File: config.mk
export PLATFORM = sky130hd
export DESIGN_NAME = palindrome_stream_detector
export DESIGN_NICKNAME = d
export VERILOG_FILES = /design/src/rtl/palindrome_stream_detector.sv
export SDC_FILE = /design/constraint.sdc
export NUM_CORES = 1
export LEC_CHECK = 0
export CORE_MARGIN = 10
export CORE_UTILIZATION = 53
export DETAILED_ROUTE_END_ITERATION = 8
export PLACE_DENSITY = 0.69
export RECOVER_POWER = 50
export SLEW_MARGIN = 20
export SYNTH_ARGS = -nofsm -noshare
export SYNTH_HDL_FRONTEND = slang
export SYNTH_SLANG_ARGS = --single-unit
File: constraint.sdc
create_clock -name clk_i -period 3.5 [get_ports clk_i]
set_input_delay 0.525 -clock clk_i [delete_from_list [all_inputs] [get_ports clk_i]]
set_output_delay 0.525 -clock clk_i [all_outputs]
set_load 0.02 [all_outputs]
File: src/rtl/palindrome_stream_detector.sv
// Serial palindrome detector: checks the newest len_q accepted bits of a stream,
// with sliding or block windowing and a saturating count of palindromes found.
module palindrome_stream_detector #(
  parameter  int MAX_BITS = 16,
  parameter  int CNT_W    = 8,
  localparam int LEN_W    = $clog2(MAX_BITS + 1)
) (
  input  logic             clk_i,
  input  logic             reset_ni,
  input  logic             clear_i,
  input  logic             in_valid_i,
  input  logic             in_i,
  input  logic [LEN_W-1:0] len_i,
  input  logic             mode_i,
  output logic             out_valid_o,
  output logic             out_o,
  output logic [CNT_W-1:0] count_o,
  output logic             count_sat_o
);

  typedef enum logic [1:0] {IDLE, FILL, RUN} state_t;

  localparam logic [MAX_BITS-1:0] ONES = '1;

  state_t              state_q, state_d;
  logic [MAX_BITS-1:0] hist_q, hist_d;
  logic [LEN_W-1:0]    fill_q, fill_d;
  logic [LEN_W-1:0]    len_q, len_d;
  logic                mode_q, mode_d;
  logic                out_q, out_d;
  logic                out_valid_q, out_valid_d;
  logic [CNT_W-1:0]    count_q, count_d;
  logic                count_sat_q, count_sat_d;

  logic [MAX_BITS-1:0] hist_new;
  logic [MAX_BITS-1:0] hist_rev;
  logic [MAX_BITS-1:0] win_mask;
  logic [LEN_W-1:0]    rev_shift;
  logic [LEN_W-1:0]    len_clamp;
  logic [LEN_W-1:0]    fill_inc;
  logic                pal;

  assign hist_new = {hist_q[MAX_BITS-2:0], in_i};

  genvar gi;
  generate
    for (gi = 0; gi < MAX_BITS; gi++) begin : g_rev
      assign hist_rev[gi] = hist_new[MAX_BITS-1-gi];
    end
  endgenerate

  // Reversing the whole register and shifting down by MAX_BITS-len lines bit
  // len-1-k up with bit k, so a masked equality compares every mirrored pair.
  assign rev_shift = LEN_W'(MAX_BITS) - len_q;
  assign win_mask  = ~(ONES << len_q);
  assign pal       = (((hist_new ^ (hist_rev >> rev_shift)) & win_mask) == '0);

  assign len_clamp = (len_i < LEN_W'(2))        ? LEN_W'(2) :
                     (len_i > LEN_W'(MAX_BITS)) ? LEN_W'(MAX_BITS) : len_i;
  assign fill_inc  = fill_q + LEN_W'(1);

  always_comb begin
    state_d     = state_q;
    hist_d      = hist_q;
    fill_d      = fill_q;
    len_d       = len_q;
    mode_d      = mode_q;
    out_d       = out_q;
    out_valid_d = 1'b0;
    count_d     = count_q;
    count_sat_d = count_sat_q;

    // The counter trails the result pulse by one cycle.
    if (out_valid_q && out_q) begin
      if (&count_q) count_sat_d = 1'b1;
      else          count_d     = count_q + CNT_W'(1);
    end

    if (clear_i) begin
      state_d     = IDLE;
      hist_d      = '0;
      fill_d      = '0;
      len_d       = '0;
      mode_d      = 1'b0;
      out_d       = 1'b0;
      count_d     = '0;
      count_sat_d = 1'b0;
    end else if (in_valid_i) begin
      hist_d = hist_new;
      case (state_q)
        IDLE: begin
          len_d   = len_clamp;
          mode_d  = mode_i;
          fill_d  = LEN_W'(1);
          state_d = FILL;
        end
        FILL: begin
          fill_d = fill_inc;
          if (fill_inc == len_q) begin
            out_valid_d = 1'b1;
            out_d       = pal;
            if (mode_q) begin
              fill_d  = '0;
              state_d = IDLE;
            end else begin
              state_d = RUN;
            end
          end
        end
        RUN: begin
          out_valid_d = 1'b1;
          out_d       = pal;
        end
        default: state_d = IDLE;
      endcase
    end
  end

  always_ff @(posedge clk_i or negedge reset_ni) begin
    if (!reset_ni) begin
      state_q     <= IDLE;
      hist_q      <= '0;
      fill_q      <= '0;
      len_q       <= '0;
      mode_q      <= 1'b0;
      out_q       <= 1'b0;
      out_valid_q <= 1'b0;
      count_q     <= '0;
      count_sat_q <= 1'b0;
    end else begin
      state_q     <= state_d;
      hist_q      <= hist_d;
      fill_q      <= fill_d;
      len_q       <= len_d;
      mode_q      <= mode_d;
      out_q       <= out_d;
      out_valid_q <= out_valid_d;
      count_q     <= count_d;
      count_sat_q <= count_sat_d;
    end
  end

  assign out_valid_o = out_valid_q;
  assign out_o       = out_q;
  assign count_o     = count_q;
  assign count_sat_o = count_sat_q;

endmodule
=== Word level (Yosys, flattened, before mapping) ===
Cells that the tools add are included.

* Input bits: 11
* Logic and storage cells: 75
* Register bits: 39

* $lt $le $gt $ge: 2
* Shift operators: 2
* Bitwise gates (word level): 3
* Muxes and demuxes: 34
* Reduce and logical (&&, ||, !) cells: 16
* Add/subtract/negate cells: 3
* Equality and inequality tests: 6

{| class="wikitable"
|+ Operator list
! cell !! count
|-
| 2-to-1 mux 5 bit || 9
|-
| 2-to-1 mux 15 bit || 2
|-
| 2-to-1 mux 8 bit || 3
|-
| bitwise AND 16 bit || 1
|-
| logical NOT 16 bit || 1
|-
| inverter 16 bit || 1
|-
| << shifter 16 x 5 -> 16 bit (first input constant) || 1
|-
| right shift 16 x 5 -> 16 bit || 1
|-
| bitwise XOR 16 bit || 1
|-
| 2-to-1 mux 1 bit || 12
|-
| case mux 5 bit (2 select lines) || 1
|-
| adder 8 x 1 -> 8 bit (second input constant) || 1
|-
| 2-to-1 mux 2 bit || 4
|-
| AND reduction 2 bit || 4
|-
| AND reduction 8 bit || 1
|-
| nonzero test 2 bit || 4
|-
| case mux 2 bit (3 select lines) || 1
|-
| AND reduction 3 bit || 2
|-
| nonzero test 3 bit || 2
|-
| adder 5 x 1 -> 5 bit (second input constant) || 1
|-
| == test 5 bit || 1
|-
| > comparator 5 bit (second input constant) || 1
|-
| less-than comparator 5 x 2 -> 1 bit (second input constant) || 1
|-
| subtractor 5 bit (first input constant) || 1
|-
| other kinds (7) || 9
|}

=== Logic depth before layout (Yosys ltp) ===
Gate-level depths: netlist (run 1).

* Word-level depth: 9
* Gate-level depth with buffers: 13
* Depth with buffers taken out: 11

=== Worst setup path before layout (run 1) ===
No wires, ideal clock.

* Path kind: register to register
* From: register len_q[0]
* To: register out_q, in the netlist out_o
* Stages on the path, launching flop included: 14
* Setup time: 0.104 ns
* Path slack: 0.444 ns
* Clock period less this slack: 3.056 ns
* Required time: 3.396 ns
* Arrival: 2.952 ns
* Cells stage by stage: dfrtp_1 > buf_6 > inv_2 > ha_1 > ha_1 > buf_2 > buf_1 > nand2_1 > o211ai_1 > nor2_1 > xnor2_1 > o22ai_1 > or4_1 > o41ai_2

* Cells in the longest elaborated chain, start to end: 9
* Elaborated cells between the ends (all ways): 14
* Those cells by class: add/sub: 1; eq/ne: 2; shift: 2; mux: 4; bitwise: 3; reduce/logical: 2

{| class="wikitable"
|+ Ends and longest elaborated chain
! item !! RTL line !! text
|-
| start, declared || 28 || <nowiki>logic [LEN_W-1:0] len_q, len_d;</nowiki>
|-
| start signal, assigned || 134 || <nowiki>len_q <= len_d;</nowiki>
|-
| subtractor 5 bit || 54 || <nowiki>assign rev_shift = LEN_W'(MAX_BITS) - len_q;</nowiki>
|-
| right shift 16 x 5 -> 16 bit || 56 || <nowiki>assign pal = (((hist_new ^ (hist_rev >> rev_shift)) & win_mask) == '0);</nowiki>
|-
| bitwise XOR 16 bit || 56 ||
|-
| bitwise AND 16 bit || 56 ||
|-
| logical NOT 16 bit || 56 ||
|-
| 2-to-1 mux 1 bit || 99 || <nowiki>if (fill_inc == len_q) begin</nowiki>
|-
| case mux 1 bit (2 select lines) || 90 || <nowiki>case (state_q)</nowiki>
|-
| 2-to-1 mux 1 bit || 88 || <nowiki>end else if (in_valid_i) begin</nowiki>
|-
| 2-to-1 mux 1 bit || 79 || <nowiki>if (clear_i) begin</nowiki>
|-
| end signal, assigned || 136 || <nowiki>out_q <= out_d;</nowiki>
|-
| end, declared || 30 || <nowiki>logic out_q, out_d;</nowiki>
|}

Several ways; a longest one is shown, not always the timed one. The select of a mux whose other input is x is not followed.
A chain may end at the register's enable or synchronous reset.

=== Final worst setup path (run 1) ===
Ends and elaborated chain as after synthesis.

==> results.cfg, run 1 <==
[route]
wl_met2_um = 3615
dr.first_iter.drc_count = 237
top_layer_used = met4
wl_per_cell_um = 17.07
vias = 2655
ant_nets = 0
drt-pass1-iter-count = 5
routed_via_density = 5.940
drc = 0
wl_met1_um = 3417
wl_um = 7630
dr_wl_met3_um = 477

[grt]
grt.total_usage_pct = 17.44
grt_max_degree = 40
overflow = 0
antenna_found_initial = 0
grt_first_pass_wirelength_um = 12920
grt_pass1_vias = 2545

[sta]
finalHoldViolCount = 0
slew_violations = 40
worst_hold_slack_ns = 0.5143
finalCritPeriodShare_pct = 87.22
finalSetupTns_ns = 0
finalSetupViolations = 0
rsz0062_at_grt = false
final.setup_skew_ns = 0.009521
min_period_ns = 3.053
fmax_ghz = 0.3276
worstMarginPinSlew_ns = 2.123
relSlewSlack_pct = -41.51

[placed_design]
dp_cells = 440
gp_congestion = 0.9251
numPortBuffers = 21
dpl-instance-area_sq_um = 3362
hpwl_um = 5598

[pwr]
pwr-share-comb_pct = 26.7
switching_share_pct = 33.01
p_switching_uw = 350.7
p_per_area_nw_per_um2 = 309.2
power_frac_seq_pct = 44.6
p_leak_nw = 1.513
vdd_drop_max_mv = 0.1842
internal-power_uw = 711.8
clockPowerShare_pct = 28.7

[synthesis]
yosys_warnings = 0
yosysSeqAreaShare_pct = 31.77
yosysTopAreaCell = dfrtp_1
synth_edf_count = 0
synth_cells = 356
synthTopCellsByArea = dfrtp_1 32%, mux2i_1 8.8%, nor2_1 6.6%, xor2_1 4.8%, xnor2_1 4.6%
syn_area_per_cell_sq_um = 8.628
syn-cell-area_sq_um = 3072
yosysMostFrequentCell = nor2_1
postSynth.asyncResetShare_pct = 100.0
yosys_register_bits = 39
synth.net_count = 376
synth_cell_types = 54
synth_common_cells = 54 x nor2_1, 39 x dfrtp_1, 27 x mux2i_1, 23 x nand2_1, 17 x xor2_1
synth_top_area_share_pct = 31.77
synthFlopType = dfrtp_1

[clock_tree]
cts_setup_buffers = 0
cts_repair_resize_count = 0
cts_hold_buf = 0
clock_sinks = 39
cts_root_buf = clkbuf_8
clock_latency_ns = 0.29
htree_levels = 2
cts_buffers = 5
clk_pin_slew_ns = 0.09
clock_path_buffers = 2
tritoncts = yes

[final_layout]
areaGrowthSynthToFinish_pct = 11.85
design_area_sq_um = 3436
final_layout_size_suffix_gt1_share_pct = 10.67
utilization_pct = 61.64
layout.cells.non_filler = 447
fin_nets = 395
n_antenna_cell = 0

[critical_path]
critPathLaunchType = flip-flop
crit_path_end_kind = flip-flop
cp_top_family = simple AND/OR/NAND/NOR gates
cp_num_buf_inv = 1
criticalPathCategory = reg -> reg
cp.depth = 9
cp_cell_sequence = buf_4, or3_1, a22oi_2, and2b_1, xnor2_1, o22ai_1, nand2_1, or4b_1, o41ai_2
ff2ff_setup_slack_ns = 0.45
worstPathRequired_ns = 3.70
crit_slowest_cell = a22oi_2
crit_arrival_ns = 3.25
critPathMaxFanout = 26
worst_r2r_path_depth = 9
slowest_delay_ns = 0.62

[floorplanning]
core_sq_um = 5574
die_h_um = 96.13
dieArea_sq_um = 9241
ios = 22
die_w_um = 96.13
initial_core_util_pct = 55.11
rows = 27

[min_path]
holdPathStages = 2
hold_path.class = reg -> reg

[run]
cap_violations = 1

[outcome]
status = finished with violations
failed_checks = capacitance limit, slew limit
## metal layers
layer / vias to the layer above / track usage (%)
met1: 1247 / 23.34
met3: 15 / 3.268
met4: 0 / 5.897
li1: 1297 / -
met5: - / 0
met2: 96 / 27.52
## cell type report
cell class | instances | area (sq um)
Multi-Input combinational cell | 284 | 1948
Timing Repair Buffer | 35 | 301.5
Clock buffer | 5 | 68.82
Inverter | 10 | 37.54
Sequential cell | 39 | 975.9
Clock inverter | 2 | 13.76
Fill cell | 495 | 2138
Tap cell | 72 | 90.09
## sequential cells by signal (all words and copies together), names as in the netlist
| name | count |
|---|---|
| out_o | 1 |
| len_q | 5 |
| fill_q | 5 |
| hist_q | 15 |
| count_sat_o | 1 |
| count_o | 8 |
| mode_q | 1 |
| state_q | 2 |
| out_valid_o | 1 |
## metrics by stage
| step | setup WS, ns | power, mW |
|---|---|---|
| after floorplan | 0.4441 | 0.6840 |
| after global placement | 0.4774 | 0.7640 |
| after detailed placement | 0.4587 | 0.7641 |
| after CTS | 0.4614 | 1.075 |
| after global routing | 0.1560 | 1.125 |
| final | 0.4474 | 1.062 |
## logic make-up (layout without fill, tap and decap cells)
family,Yosys count,after routing,synth area share (%)
DFF,39,39,31.77
AOI/OAI and AO/OA,69,69,14.99
xor gates and xnor gates,33,33,9.409
and+or+nand+nor,134,134,20.98
adders and majority gates,9,9,3.666
buffers and inverters,33,52,4.806
muxes,39,39,14.38
## cells in the final DEF, fill, tap and decap left out, types with 4 or more instances in the layout
cell,Yosys,layout
buf_4,0,12
nor3b_1,4,4
clkbuf_8,0,5
a21oi_1,15,15
xor2_1,17,17
xnor2_1,16,16
or2_2,4,4
dfrtp_1,39,39
o32ai_1,5,5
nand3b_1,7,7
nand3_1,12,12
nand2_1,23,23
ha_1,9,9
clkdlybuf4s50_1,0,19
mux2i_1,27,27
nor3_1,10,10
nor2_1,54,54
mux2_2,8,8
inv_1,9,9
o21ai_0,13,13
o22ai_1,12,12
## power groups by stage
stage               Combinational [mW]  Clock (mW)  Sequential, mW
finish                           0.283       0.305           0.474
global route                     0.313       0.336           0.476
CTS                              0.283       0.318           0.474
detailed placement               0.281           0           0.483
global placement                 0.282           0           0.482
floorplan                        0.203           0           0.481
## tightest hold or removal path, delay by kind of cell (launching register included)
family / cells / cell delay (ns)
AO/OA/AOI/OAI: 1 / 0.04
flip-flops: 1 / 0.36
AND/OR/NAND/NOR: 1 / 0.07
## final timing paths
check / start / to
max: len_q[0] / out_o
min: count_sat_o / count_sat_o
max reg2reg: len_q[0] / out_o
min reg2reg: count_sat_o / count_sat_o
max in group asynchronous: reset_ni / hist_q[11]
min in group asynchronous: reset_ni / fill_q[4]
Note: power is estimated with default switching activity, not from simulation.
==> run 2: changes to the inputs <==
--- a/config.mk
+++ b/config.mk
@@ -9,7 +9,6 @@
 export CORE_UTILIZATION = 53
 export DETAILED_ROUTE_END_ITERATION = 8
 export PLACE_DENSITY = 0.69
-export RECOVER_POWER = 50
 export SLEW_MARGIN = 20
 export SYNTH_ARGS = -nofsm -noshare
 export SYNTH_HDL_FRONTEND = slang
==> results.cfg, run 2 (synthesis gave the netlist of run 1 again) <==
[clock_tree]
cts_hold_buf = 0
clk_pin_slew_ns = 0.09
cts_setup_buffers = 0
tritoncts = yes
htree_levels = 2
clock_latency_ns = 0.29
cts_root_buf = clkbuf_8
clock_sinks = 39
cts_repair_resize_count = 0
cts_buffers = 5
clock_path_buffers = 2

[critical_path]
critPathLaunchType = flip-flop
criticalPathCategory = reg -> reg
crit_path_end_kind = flip-flop
reg2reg_from = len_q[0]
ff2ff_setup_slack_ns = 0.44
worst_r2r_path_depth = 9
r2r-end = out_o
critPathMaxFanout = 26
crit_arrival_ns = 3.26
worstPathRequired_ns = 3.70

[sta]
finalHoldViolCount = 0
slew_violations = 0
finalCritPeriodShare_pct = 87.35
fmax_ghz = 0.3271
final.setup_skew_ns = 0.009454
relSlewSlack_pct = 41.06
min_period_ns = 3.057
worstMarginPinSlew_ns = 0.8841
finalSetupTns_ns = 0
finalSetupViolations = 0
rsz0062_at_grt = false

[grt]
grt_max_degree = 40
grt.total_usage_pct = 17.44
overflow = 0
grt_pass1_vias = 2545
antenna_found_initial = 0
grt_first_pass_wirelength_um = 12920

[floorplanning]
die_w_um = 96.13
rows = 27
die_h_um = 96.13
ios = 22
dieArea_sq_um = 9241
core_sq_um = 5574
initial_core_util_pct = 55.11

[placed_design]
numPortBuffers = 21
dpl-instance-area_sq_um = 3362
hpwl_um = 5598
gp_congestion = 0.9251

[final_layout]
nFillCells = 492
most-common-layout-cells = 54 x nor2_1, 39 x dfrtp_1, 27 x mux2i_1
final_common_cell = nor2_1
top_register = hist_q
design_area_sq_um = 3445
seq_area_sq_um = 975.9
multi_input_area_sq_um = 1948
largest_reg_flops = 15
n_antenna_cell = 0
areaGrowthSynthToFinish_pct = 12.14
final_layout_size_suffix_gt1_share_pct = 11.47
fin_nets = 395

[route]
drc = 0
wl_per_cell_um = 17.07
dr.first_iter.drc_count = 238
drt-pass1-iter-count = 5
ant_nets = 0
vias = 2648
wl_um = 7631
routed_via_density = 5.924

[pwr]
vdd_drop_max_mv = 0.1859
pwr-share-comb_pct = 26.8
p_per_area_nw_per_um2 = 308.9
p_leak_nw = 1.522
internal-power_uw = 713.2
switching_share_pct = 32.96
p_switching_uw = 350.7
power_frac_seq_pct = 44.5
clockPowerShare_pct = 28.7

[outcome]
status = completed

[run]
cap_violations = 0

[min_path]
hold_path.class = in -> async
run 2: changes by cell type in the layout (fill, tap and decap cells not counted), sizes merged:
cell           before  now
buf                12   15
clkbuf              8    5
clkdlybuf4s50      19   20
dlygate4sd3         1    0
run 2: power by group through the flow:
stage               logic [mW]  clock network (mW)  registers, mW
finish                   0.285               0.305          0.474
global route             0.315               0.336          0.476
CTS                      0.283               0.318          0.474
detailed placement       0.281                   0          0.483
global placement         0.282                   0          0.482
floorplan                0.203                   0          0.481
run 2: worst max-delay path by stage:
stage	slack, ns	endpoint	depth (start not counted)	start
finish	0.44	out_o	9	len_q[0]
global route	0.16	out_o	11	len_q[1]
detailed placement	0.46	out_o	9	len_q[0]
CTS	0.46	out_o	12	len_q[0]
floorplan	0.44	out_o	13	len_q[0]
global placement	0.48	out_o	9	len_q[0]
run 2: stage by stage:
stage / instances / utilization (%) / hold WS (ns) / setup WS (ns) / power, mW
floorplan: 356 / - / 0.2294 / 0.4441 / 0.6840
global placement: 440 / 60.31 / 0.4809 / 0.4774 / 0.7640
detailed placement: 440 / 60.31 / 0.5009 / 0.4587 / 0.7641
CTS: 447 / 61.80 / 0.3723 / 0.4614 / 1.075
global route: 447 / 61.80 / 0.3954 / 0.1560 / 1.127
finish: 447 / 61.80 / 0.3416 / 0.4426 / 1.064
run 2: critical path, stage by stage, from the launching register on:
cell	delay [ns]
dfrtp_1	0.39
buf_4	0.23
or3_1	0.41
a22oi_2	0.62
and2b_1	0.27
xnor2_1	0.15
o22ai_1	0.11
nand2_1	0.07
or4b_1	0.44
o41ai_2	0.27
run 2: final cells by class:
| type | instances | share of cell area [%] |
|---|---|---|
| Clock inverter | 2 | 0.3996 |
| Inverter | 10 | 1.090 |
| Multi-Input combinational cell | 284 | 56.56 |
| Timing Repair Buffer | 35 | 9.008 |
| Clock buffer | 5 | 1.998 |
| Sequential cell | 39 | 28.33 |
| Tap cell | 72 | 2.615 |
run 2: layer usage:
metal | GRT usage, % | vias to the layer above | part of all wire, %
met5 | 0 | - | 0
met4 | 5.897 | 0 | 1.7
met3 | 3.268 | 18 | 5.1
met1 | 23.34 | 1254 | 46
met2 | 27.52 | 82 | 47
li1 | - | 1294 | -
==> run 3: changes to the inputs <==
--- a/config.mk
+++ b/config.mk
@@ -6,9 +6,9 @@
 export NUM_CORES = 1
 export LEC_CHECK = 0
 export CORE_MARGIN = 10
-export CORE_UTILIZATION = 53
+export CORE_UTILIZATION = 40
 export DETAILED_ROUTE_END_ITERATION = 8
-export PLACE_DENSITY = 0.69
+export PLACE_DENSITY = 0.54
 export SLEW_MARGIN = 20
 export SYNTH_ARGS = -nofsm -noshare
 export SYNTH_HDL_FRONTEND = slang
==> constraint.sdc (replaced) <==
create_clock -name clk_i -period 3.5 [get_ports clk_i]
set_input_delay 0.7 -clock clk_i [delete_from_list [all_inputs] [get_ports clk_i]]
set_output_delay 0.7 -clock clk_i [all_outputs]
set_load 0.02 [all_outputs]
==> results.cfg, run 3 (synthesis gave the netlist of run 1 again) <==
[pwr]
p_per_area_nw_per_um2 = 353.2
vdd_drop_max_mv = 0.1486
p_leak_nw = 1.543
total_power_mw = 1.246

[sta]
finalSetupTns_ns = 0
relSlewSlack_pct = 40.30
finalHoldViolCount = 0
worstMarginPinSlew_ns = 0.8955
final.setup_skew_ns = 0.006539
finalSetupViolations = 0
fmax_ghz = 0.3253
slew_violations = 0
rsz0062_at_grt = false
finalCritPeriodShare_pct = 87.84
min_period_ns = 3.075

[final_layout]
final_layout_size_suffix_gt1_share_pct = 11.47
top_register = hist_q
final_common_cell = nor2_1
n_antenna_cell = 0
areaGrowthSynthToFinish_pct = 14.87
fin_nets = 394
largest_reg_flops = 15
most-common-layout-cells = 54 x nor2_1, 39 x dfrtp_1, 27 x mux2i_1

[route]
wl_um = 7728
drc = 0
dr.first_iter.drc_count = 247
ant_nets = 0
wl_per_cell_um = 16.30
routed_via_density = 5.489
drt-pass1-iter-count = 4
vias = 2602

[grt]
grt.total_usage_pct = 13.63
antenna_found_initial = 0
grt_pass1_vias = 2566
grt_first_pass_wirelength_um = 12910
grt_max_degree = 40
overflow = 0

[critical_path]
crit_arrival_ns = 3.29
criticalPathCategory = reg -> reg
critPathMaxFanout = 11
crit_path_end_kind = flip-flop
critPathLaunchType = flip-flop
worstPathRequired_ns = 3.71

[clock_tree]
cts_hold_buf = 0
clock_latency_ns = 0.31
clock_sinks = 39
clk_pin_slew_ns = 0.09
cts_repair_resize_count = 0
tritoncts = yes
htree_levels = 2
cts_setup_buffers = 0
cts_root_buf = clkbuf_8
clock_path_buffers = 2
cts_buffers = 5

[run]
cap_violations = 0

[floorplanning]
initial_core_util_pct = 41.68
dieArea_sq_um = 11580
die_w_um = 107.6
core_sq_um = 7370
ios = 22
die_h_um = 107.6
rows = 31

[placed_design]
numPortBuffers = 21
gp_congestion = 0.9140
hpwl_um = 5529

[outcome]
status = completed

[min_path]
hold_path.class = in -> async
[run 3: cell count changes in the layout (fill, tap and decap cells not counted), sizes merged]
cell    delta
buf        -1
bufinv     +2
clkinv     -2
inv        +1
[run 3: final timing paths]
| kind | slack, ns | to | cells past startpoint | start |
|---|---|---|---|---|
| min reg2reg | 0.51 | count_sat_o | 2 | count_sat_o |
| min | 0.51 | fill_q[3] | 1 | reset_ni |
| min in group clk_i | 0.51 | count_sat_o | 2 | count_sat_o |
| max in group asynchronous | 2.43 | hist_q[7] | 1 | reset_ni |
| max reg2reg | 0.43 | out_o | 10 | len_q[1] |
| max | 0.43 | out_o | 10 | len_q[1] |
[run 3: layout make-up]
| cell class | instances | area (sq um) |
|---|---|---|
| fill | 739 | 3841 |
| clock inverter | 3 | 71.32 |
| tap | 99 | 123.9 |
| timing repair buffer | 34 | 302.8 |
| sequential | 39 | 975.9 |
| multi-input combinational | 284 | 1948 |
| inverter | 10 | 37.54 |
| clock buffer | 5 | 68.82 |
[run 3: power breakdown]
part           switching, mW  leakage, nW  internal (mW)  total, mW
Clock                  0.196       0.0703          0.290      0.486
Sequential            0.0179        0.539          0.461      0.479
Combinational          0.164        0.934          0.117      0.282
Total                  0.378         1.54          0.868       1.25
[run 3: critical path, cell delays in order (launching register included)]
cell and delay [ns]:
dfrtp_1 0.37, inv_1 0.06, ha_1 0.55, buf_4 0.28, mux2_2 0.36, mux2i_1 0.20, nor2_1 0.08, o21ai_0 0.18
o21ai_0 0.11, or4b_1 0.52, o41ai_2 0.27
[run 3: through the flow]
stage / worst slack, ns / std cells / hold slack, ns / util [%] / cell area, sq um
global placement: 0.3973 / 466 / 0.4825 / 45.98 / 3388
finish: 0.4255 / 474 / 0.5092 / 47.88 / 3528
detailed placement: 0.3343 / 466 / 0.4999 / 45.98 / 3388
floorplan: 0.4441 / 356 / 0.4044 / - / 3072
global route: 0.1962 / 474 / 0.5434 / 47.88 / 3528
CTS: 0.4327 / 474 / 0.5207 / 47.88 / 3528
[run 3: layer usage]
layer  up-vias  track usage, %  share of wire [%]
met5         -               0                  0
met4         0           3.817                1.2
met3         9           2.934                5.0
met2        58           20.73                 44
met1      1242           18.88                 50
li1       1293               -                  -
